### config.mk
export PLATFORM = sky130hd
export DESIGN_NAME = exc3_to_bcd_packer
export DESIGN_NICKNAME = d
export VERILOG_FILES = /design/src/rtl/exc3_to_bcd_packer_pkg.sv /design/src/rtl/exc3_digit_dec.sv /design/src/rtl/exc3_to_bcd_packer.sv
export SDC_FILE = /design/constraint.sdc
export NUM_CORES = 1
export LEC_CHECK = 0
export ABC_AREA = 1
export CAP_MARGIN = 40
export CORE_MARGIN = 2
export CORE_UTILIZATION = 35
export DETAILED_ROUTE_END_ITERATION = 6
export SYNTH_ARGS = -nofsm -noshare
export SYNTH_HDL_FRONTEND = slang
export SYNTH_SLANG_ARGS = --single-unit
### constraint.sdc
create_clock -name clk -period 1.9 [get_ports clk]
set_input_delay 0.38 -clock clk [delete_from_list [all_inputs] [get_ports clk]]
set_output_delay 0.38 -clock clk [all_outputs]
set_load 0.005 [all_outputs]
### src/rtl/exc3_to_bcd_packer_pkg.sv
// Shared constants and state type for the Excess-3 to packed-BCD packer.
package exc3_to_bcd_packer_pkg;

    localparam int DIGITS = 4;
    localparam int ACC_W  = DIGITS * 4;

    localparam logic [3:0] EXC3_OFFSET = 4'd3;
    localparam logic [3:0] CODE_MIN    = 4'b0011;
    localparam logic [3:0] CODE_MAX    = 4'b1100;

    // Digit count held just before the word-filling digit arrives.
    localparam logic [2:0] CNT_LAST = 3'(DIGITS - 1);

    typedef enum logic [1:0] {
        ST_IDLE  = 2'd0,
        ST_ACCUM = 2'd1,
        ST_HOLD  = 2'd2
    } state_e;

endpackage

### src/rtl/exc3_digit_dec.sv
// Maps one Excess-3 code to a BCD digit; out-of-range codes decode to 0 and flag invalid.
module exc3_digit_dec
    import exc3_to_bcd_packer_pkg::*;
(
    input  logic [3:0] code_i,
    output logic [3:0] bcd_o,
    output logic       inv_o
);

    always_comb begin
        inv_o = (code_i < CODE_MIN) || (code_i > CODE_MAX);
        bcd_o = inv_o ? 4'd0 : (code_i - EXC3_OFFSET);
    end

endmodule

### src/rtl/exc3_to_bcd_packer.sv
// Packs a stream of Excess-3 digits (MSD first) into right-aligned BCD words of up to 4 digits.
//
// state    | meaning
// ST_IDLE  | no digits held, accepting
// ST_ACCUM | 1..3 digits held, accepting
// ST_HOLD  | completed word presented on out_*, input stalled
module exc3_to_bcd_packer
    import exc3_to_bcd_packer_pkg::*;
(
    input  logic              clk,
    input  logic              rst,
    input  logic              in_valid,
    output logic              in_ready,
    input  logic [3:0]        in_digit,
    input  logic              in_last,
    output logic              out_valid,
    input  logic              out_ready,
    output logic [ACC_W-1:0]  out_bcd,
    output logic [2:0]        out_count,
    output logic              out_err
);

    state_e             state_q;
    logic [ACC_W-1:0]   acc_q, acc_d;
    logic [2:0]         cnt_q, cnt_d;
    logic               err_q, err_d;
    logic               in_ready_q;
    logic               out_valid_q;
    logic [ACC_W-1:0]   out_bcd_q;
    logic [2:0]         out_count_q;
    logic               out_err_q;

    logic [3:0]         dig_bcd;
    logic               dig_inv;
    logic               accept;
    logic               complete;

    exc3_digit_dec u_dec (
        .code_i (in_digit),
        .bcd_o  (dig_bcd),
        .inv_o  (dig_inv)
    );

    always_comb begin
        acc_d    = {acc_q[ACC_W-5:0], dig_bcd};
        cnt_d    = cnt_q + 3'd1;
        err_d    = err_q | dig_inv;
        accept   = in_valid & in_ready_q;
        complete = in_last | (cnt_q == CNT_LAST);
    end

    always_ff @(posedge clk or posedge rst) begin
        if (rst) begin
            state_q     <= ST_IDLE;
            acc_q       <= '0;
            cnt_q       <= '0;
            err_q       <= 1'b0;
            in_ready_q  <= 1'b1;
            out_valid_q <= 1'b0;
            out_bcd_q   <= '0;
            out_count_q <= '0;
            out_err_q   <= 1'b0;
        end else begin
            case (state_q)
                ST_IDLE, ST_ACCUM: begin
                    if (accept) begin
                        acc_q <= acc_d;
                        cnt_q <= cnt_d;
                        err_q <= err_d;
                        if (complete) begin
                            state_q     <= ST_HOLD;
                            in_ready_q  <= 1'b0;
                            out_valid_q <= 1'b1;
                            out_bcd_q   <= acc_d;
                            out_count_q <= cnt_d;
                            out_err_q   <= err_d;
                        end else begin
                            state_q <= ST_ACCUM;
                        end
                    end
                end
                ST_HOLD: begin
                    // in_ready returns only after the word is gone, never in the handoff cycle.
                    if (out_ready) begin
                        state_q     <= ST_IDLE;
                        acc_q       <= '0;
                        cnt_q       <= '0;
                        err_q       <= 1'b0;
                        in_ready_q  <= 1'b1;
                        out_valid_q <= 1'b0;
                        out_bcd_q   <= '0;
                        out_count_q <= '0;
                        out_err_q   <= 1'b0;
                    end
                end
                default: begin
                    state_q     <= ST_IDLE;
                    in_ready_q  <= 1'b1;
                    out_valid_q <= 1'b0;
                end
            endcase
        end
    end

    assign in_ready  = in_ready_q;
    assign out_valid = out_valid_q;
    assign out_bcd   = out_bcd_q;
    assign out_count = out_count_q;
    assign out_err   = out_err_q;

endmodule

* Yosys cells after proc, flatten, opt, wreduce, memory -nomap -nowiden
Index checks and enable logic that the tools add are counted.
** Word-level totals
- Register bits :: 40
- Input bits :: 9
- Output and inout port bits :: 22
** Operators by class
- Add/subtract/negate cells :: 2
- $lt $le $gt $ge :: 2
- Eq/ne operators :: 6
- Multiplexer cells :: 30
- Bitwise operators :: 3
- Reductions and logical operators :: 8
** Operators with widths (count)
- 2-to-1 mux 16 bit :: 3
- one-hot mux 16 bit (2 select lines) :: 1
- one-hot mux 12 bit (2 select lines) :: 1
- 2-to-1 mux 12 bit :: 1
- 2-to-1 mux 3 bit :: 4
- one-hot mux 3 bit (2 select lines) :: 2
- 2-to-1 mux 1 bit :: 9
- one-hot mux 1 bit (2 select lines) :: 4
- 2-to-1 mux 2 bit :: 3
- != test 2 bit (second input constant) :: 3
- AND reduction 3 bit :: 2
- greater-than comparator 4 bit (second input constant) :: 1
- < comparator 4 x 2 -> 1 bit (second input constant) :: 1
- 2-to-1 mux 4 bit :: 1
- one-hot mux 2 bit (2 select lines) :: 1
- AND reduction 4 bit :: 1
- subtractor 4 x 2 -> 4 bit (second input constant) :: 1
- adder 3 x 1 -> 3 bit (second input constant) :: 1
- equality test 3 x 2 -> 1 bit (second input constant) :: 1
- equality test 2 x 1 -> 1 bit (second input constant) :: 1
- equality test 2 bit (second input constant) :: 1
- zero test 2 bit :: 1
- bitwise OR 1 bit :: 2
- AND reduction 2 bit :: 1
- 4 further kinds :: 4

* Depth between registers and ports, before layout
- Depth in word-level cells :: 6
- Mapped depth :: 9
- Mapped depth without buffers :: 8

* Modules after synthesis
A second synthesis with hierarchy kept.
** Second synthesis, totals
- Cell total of the unflattened synthesis :: 239
- Area, all modules :: 1923.1 um2
** By module, submodules not included
- exc3_to_bcd_packer :: instances 1, cells an instance 219, area an instance 1791.7 um2, sequential area each 1002.2 um2
- exc3_digit_dec :: instances 1, cells an instance 20, area an instance 131.4 um2, sequential area each 0.0 um2

* Worst setup path before layout
No wires, ideal clock.
- Path type :: register to register
- From :: register cnt_q[0]
- To :: register out_count_q[0], in the netlist out_count[0]
- Setup time :: 0.116 ns
- Arrival :: 1.267 ns
- Data required time :: 1.784 ns
- Slack :: 0.516 ns
- Cell stages (with the launch flop) :: 10
- Cells stage by stage :: dfrtp_1 > ha_1 > ha_1 > nor2_1 > nand2_1 > nand2_2 > nor2_4 > buf_4 > nand2_1 > nand2_1
** On the way
- Word-level cells in the longest chain between the ends :: 4
** RTL lines
- start, declared :: RTL line exc3_to_bcd_packer.sv:25 : logic [2:0] cnt_q, cnt_d;
- start signal, assigned :: RTL line exc3_to_bcd_packer.sv:68 : cnt_q <= cnt_d;
- adder 3 x 1 -> 3 bit / equality test 3 x 2 -> 1 bit (equally long branches) :: RTL line exc3_to_bcd_packer.sv:46, exc3_to_bcd_packer.sv:49
- 2-to-1 mux 3 bit / bitwise OR 1 bit (equally long branches) :: RTL line exc3_to_bcd_packer.sv:70, exc3_to_bcd_packer.sv:49
- 2-to-1 mux 3 bit / != test 2 bit (equally long branches)
- one-hot mux 3 bit (2 select lines) / AND reduction 4 bit (equally long branches)
- end signal, assigned :: RTL line exc3_to_bcd_packer.sv:75 : out_count_q <= cnt_d;
- end, declared :: RTL line exc3_to_bcd_packer.sv:30 : logic [2:0] out_count_q;
Parallel ways exist; a longest one is shown, timed or not. The select of a mux whose other input is x is not followed.
A chain may end at the register's enable or synchronous reset.

* Final worst setup path
- From :: register in_ready_q, in the netlist in_ready
- To :: output port in_ready
** RTL lines
- start, declared :: RTL line exc3_to_bcd_packer.sv:27 : logic in_ready_q;
- start signal, assigned :: RTL line exc3_to_bcd_packer.sv:58 : in_ready_q <= 1'b1;
- start signal, assigned :: RTL line exc3_to_bcd_packer.sv:72 : in_ready_q <= 1'b0;
- start signal, assigned :: RTL line exc3_to_bcd_packer.sv:89 : in_ready_q <= 1'b1;
- end, declared :: RTL line exc3_to_bcd_packer.sv:13 : output logic in_ready,
No word-level cell between the ends.

==> results.txt <==
----------------------------------------------------
[Outcome]
  Result of the run ... finished, final reports clean

[Logic synthesis]
  Post-synth net total ... 241
  Xor/xnor cell area share of the yosys netlist ... 0.4657%
  Yosys reg bits ... 40
  Compound-Gate Fraction of Synth Area ... 3.726%
  Number of library cell types mapped by synthesis ... 23
  Syn Inst Count ... 228
  Synthesized-area fraction occupied by adder cells ... 2.661%
  Netlist area before placement ... 1881 um2
  Mean Syn Cell Area ... 8.248 um2
  Sequential element share of the synthesized area ... 53.29%
  Largest family of logic cells by synthesized area ... simple AND/OR/NAND/NOR gates
  Multiplexer area fraction after synthesis ... 0%
  Basic-gate share of the synthesized area counting and, or, nand and nor cells ... 30.74%
  Yosys warnings ... 0

[Floorplan]
  Height of the die ... 77.30 um
  Number of top-level pins ... 31
  Total Die Area ... 5975 um2
  Core box area ... 5140 um2
  Number of standard-cell rows in the floorplan ... 26
  Initial Utilization ... 36.59%
  Horizontal die dimension ... 77.30 um

[Finish]
  Share of final-layout standard cells stronger than drive strength 1 ... 9.886%
  Layout overhead on the synthesized area ... 26.41%
  Net total in the final layout ... 276
  Diodes inserted ... 0

[STA]
  Transition at the pin with the smallest max-transition slack ... 469.4 ps
  Tmin final ... 1699 ps
  Setup Skew ... 4.338 ps
  Worst slew slack as a fraction of its limit ... 68.67%
  Total Neg Setup Slack ... 0 ps
  Unrepaired setup endpoints after global routing ... false
  Fmax ... 0.5886 GHz
  Final Hold Viols ... 0
  Number of max-slew violations in the final report ... 0
  Final setup violation count ... 0
  Period utilisation layout ... 89.41%

[Routing]
  Number of DRC markers in iteration 0 ... 53
  Router iterations before antenna repair ... 4
  Drt drc ... 0
  Average via count per standard cell ... 4.267
  Final ANT Viol Nets ... 0
  Routed Wire Length ... 3.415 mm
  Routed length per instance ... 10.26 um
  Number of vias after detailed routing ... 1421

[Setup path]
  Category of the critical setup timing path ... reg -> out
  CP endpoint kind ... primary output
  Number of buffer and inverter stages on the critical path ... 1
  Crit Path Max Fanout ... 3
  Critical Path, Cell by Cell ... clkdlybuf4s50_1
  Arrival time of data at the critical path endpoint ... 1320 ps
  Top cell family by delay on the critical path ... flip-flops
  Kind of launch point of the worst setup path ... flop
  Delay of the slowest cell on the worst path ... 540 ps
  Required arrival time at the worst endpoint ... 1520 ps
  Slowest cell on the critical path ... sky130_fd_sc_hd__dfstp_2

[Placement]
  HPWL reported at the end of detailed placement ... 2.468 mm
  Routability cong. ... 0.7541
  Port bufs ... 30

[Clock tree]
  Clock slew seen by the registers of the worst setup and hold paths ... 70 ps
  Post-cts repair resize count ... 0
  CTS tree ... done
  Clock root buffer ... sky130_fd_sc_hd__clkbuf_8
  Insertion delay to the later sink of the worst-skew pair ... 280 ps
  Number of sinks handled by clock tree synthesis ... 40
  Post-CTS setup-driven buffer insertion count ... 0
  Cts bufs inserted ... 5
  Clock buffer depth ... 2
  Number of levels in the clock H-tree ... 2
  Number of hold buffers added after cts ... 0

[Global routing]
  Largest net degree at the start of global routing ... 41
  Vias in the first global route ... 1334
  GRT Overall Usage ... 12.43%
  Total congestion overflow after global routing ... 0
  Initial antenna violation count ... 0
  First-pass GRT wire length ... 6.009 mm

[Run]
  Number of max-cap violations ... 0

[Power and ir drop]
  Max VDD drop ... 0.5317 mV
  Total power after layout ... 3.601 mW
  Power density cells ... 1515 nW/um2
  Leakage ... 1.236 nW

[Worst hold path]
  Min-delay worst type ... in -> async

----------------------------------------------------
path summary, 6_finish.rpt:
check                                  from     endpoint  slack [ps]  depth (start not counted)
min in group clk                out_bcd[12]  out_bcd[12]         470                          2
worst max-delay path               in_ready     in_ready         200                          1
worst max register to register     cnt_q[0]   out_bcd[1]         370                          9
max in group asynchronous               rst     in_ready        1180                          3
worst min register to register  out_bcd[12]  out_bcd[12]         470                          2
worst min-delay path                    rst   out_bcd[3]         450                          3
stage by stage:
stage / area, um2 / std cells / utilization [%] / worst slack [ps] / hold slack, ps
2_1_floorplan: 1881 / 228 / - / 516.2 / 440.3
3_3_place_gp: 2281 / 326 / 44.38 / 175.9 / 457.2
3_5_place_dp: 2281 / 326 / 44.38 / 131.6 / 458.0
4_1_cts: 2377 / 333 / 46.25 / 183.3 / 466.0
5_1_grt: 2377 / 333 / 46.25 / 169.1 / 480.1
6_report: 2377 / 333 / 46.25 / 201.1 / 451.2
flip-flops by register name, summed over array words and instances, names as in the netlist:
name,flops
in_ready,1
out_err,1
cnt_q,3
acc_q,12
err_q,1
state_q,2
out_bcd,16
out_valid,1
out_count,3
where the power goes:
group | leakage, nW | switching [mW] | internal [mW]
clock | 0.0503 | 0.268 | 0.323
sequential | 0.516 | 0.167 | 1.20
combinational | 0.670 | 0.870 | 0.773
final cells by class:
| type | instances | area [um2] |
|---|---|---|
| Fill cell | 540 | 2763 |
| Sequential cell | 40 | 1002 |
| Multi-Input combinational cell | 152 | 706.9 |
| Timing Repair Buffer | 35 | 375.4 |
| Inverter | 29 | 108.9 |
| Clock buffer | 7 | 96.34 |
| Tap cell | 70 | 87.58 |
cell usage in the layout, fill, tap and decap left out, drive strengths merged:
cell	netlist	final
a21oi	1	1
xor2	1	1
dfstp	1	1
nand3	8	8
clkbuf	0	7
nand3b	1	1
inv	29	29
nand2	104	104
buf	7	5
ha	4	4
dfrtp	39	39
clkdlybuf4s50	0	30
nand4	1	1
o21ai	10	10
nor2	22	22
cells in the mapped netlist:
cell type,number,area (um2)
sky130_fd_sc_hd__a21oi_1,1,5.000
sky130_fd_sc_hd__buf_2,2,10.01
sky130_fd_sc_hd__buf_4,1,7.510
sky130_fd_sc_hd__buf_6,4,45.04
sky130_fd_sc_hd__dfrtp_1,39,975.9
sky130_fd_sc_hd__dfstp_2,1,26.28
sky130_fd_sc_hd__ha_1,4,50.05
sky130_fd_sc_hd__inv_1,27,101.4
sky130_fd_sc_hd__inv_2,2,7.510
sky130_fd_sc_hd__nand2_1,101,379.1
sky130_fd_sc_hd__nand2_2,1,6.260
sky130_fd_sc_hd__nand2_4,2,22.52
sky130_fd_sc_hd__nand3_1,6,30.03
sky130_fd_sc_hd__nand3_2,2,20.02
sky130_fd_sc_hd__nand3b_1,1,7.510
sky130_fd_sc_hd__nand4_1,1,6.260
sky130_fd_sc_hd__nor2_1,20,75.07
sky130_fd_sc_hd__nor2_4,1,11.26
sky130_fd_sc_hd__nor2_8,1,20.02
sky130_fd_sc_hd__o21ai_0,5,25.02
sky130_fd_sc_hd__o21ai_1,1,5.000
sky130_fd_sc_hd__o21ai_2,4,35.03
sky130_fd_sc_hd__xor2_1,1,8.760
layer usage:
| layer | vias up | wire [um] | track usage, % |
|---|---|---|---|
| li1 | 748 | - | - |
| met1 | 647 | 1723 | 16.28 |
| met2 | 20 | 1512 | 19.74 |
| met3 | 6 | 127 | 3.529 |
| met4 | 0 | 51 | 4.286 |
| met5 | - | 0 | 0 |
cell families (layout without fill, tap and decap cells):
group                    Yosys count  after routing
AND/OR/NAND/NOR                  136            136
AO/OA/AOI/OAI                     11             11
flip-flops                        40             40
XOR/XNOR                           1              1
buffers and inverters             36             71
adder cells (fa/ha/maj)            4              4
Note: power is estimated with default switching activity, not from simulation.
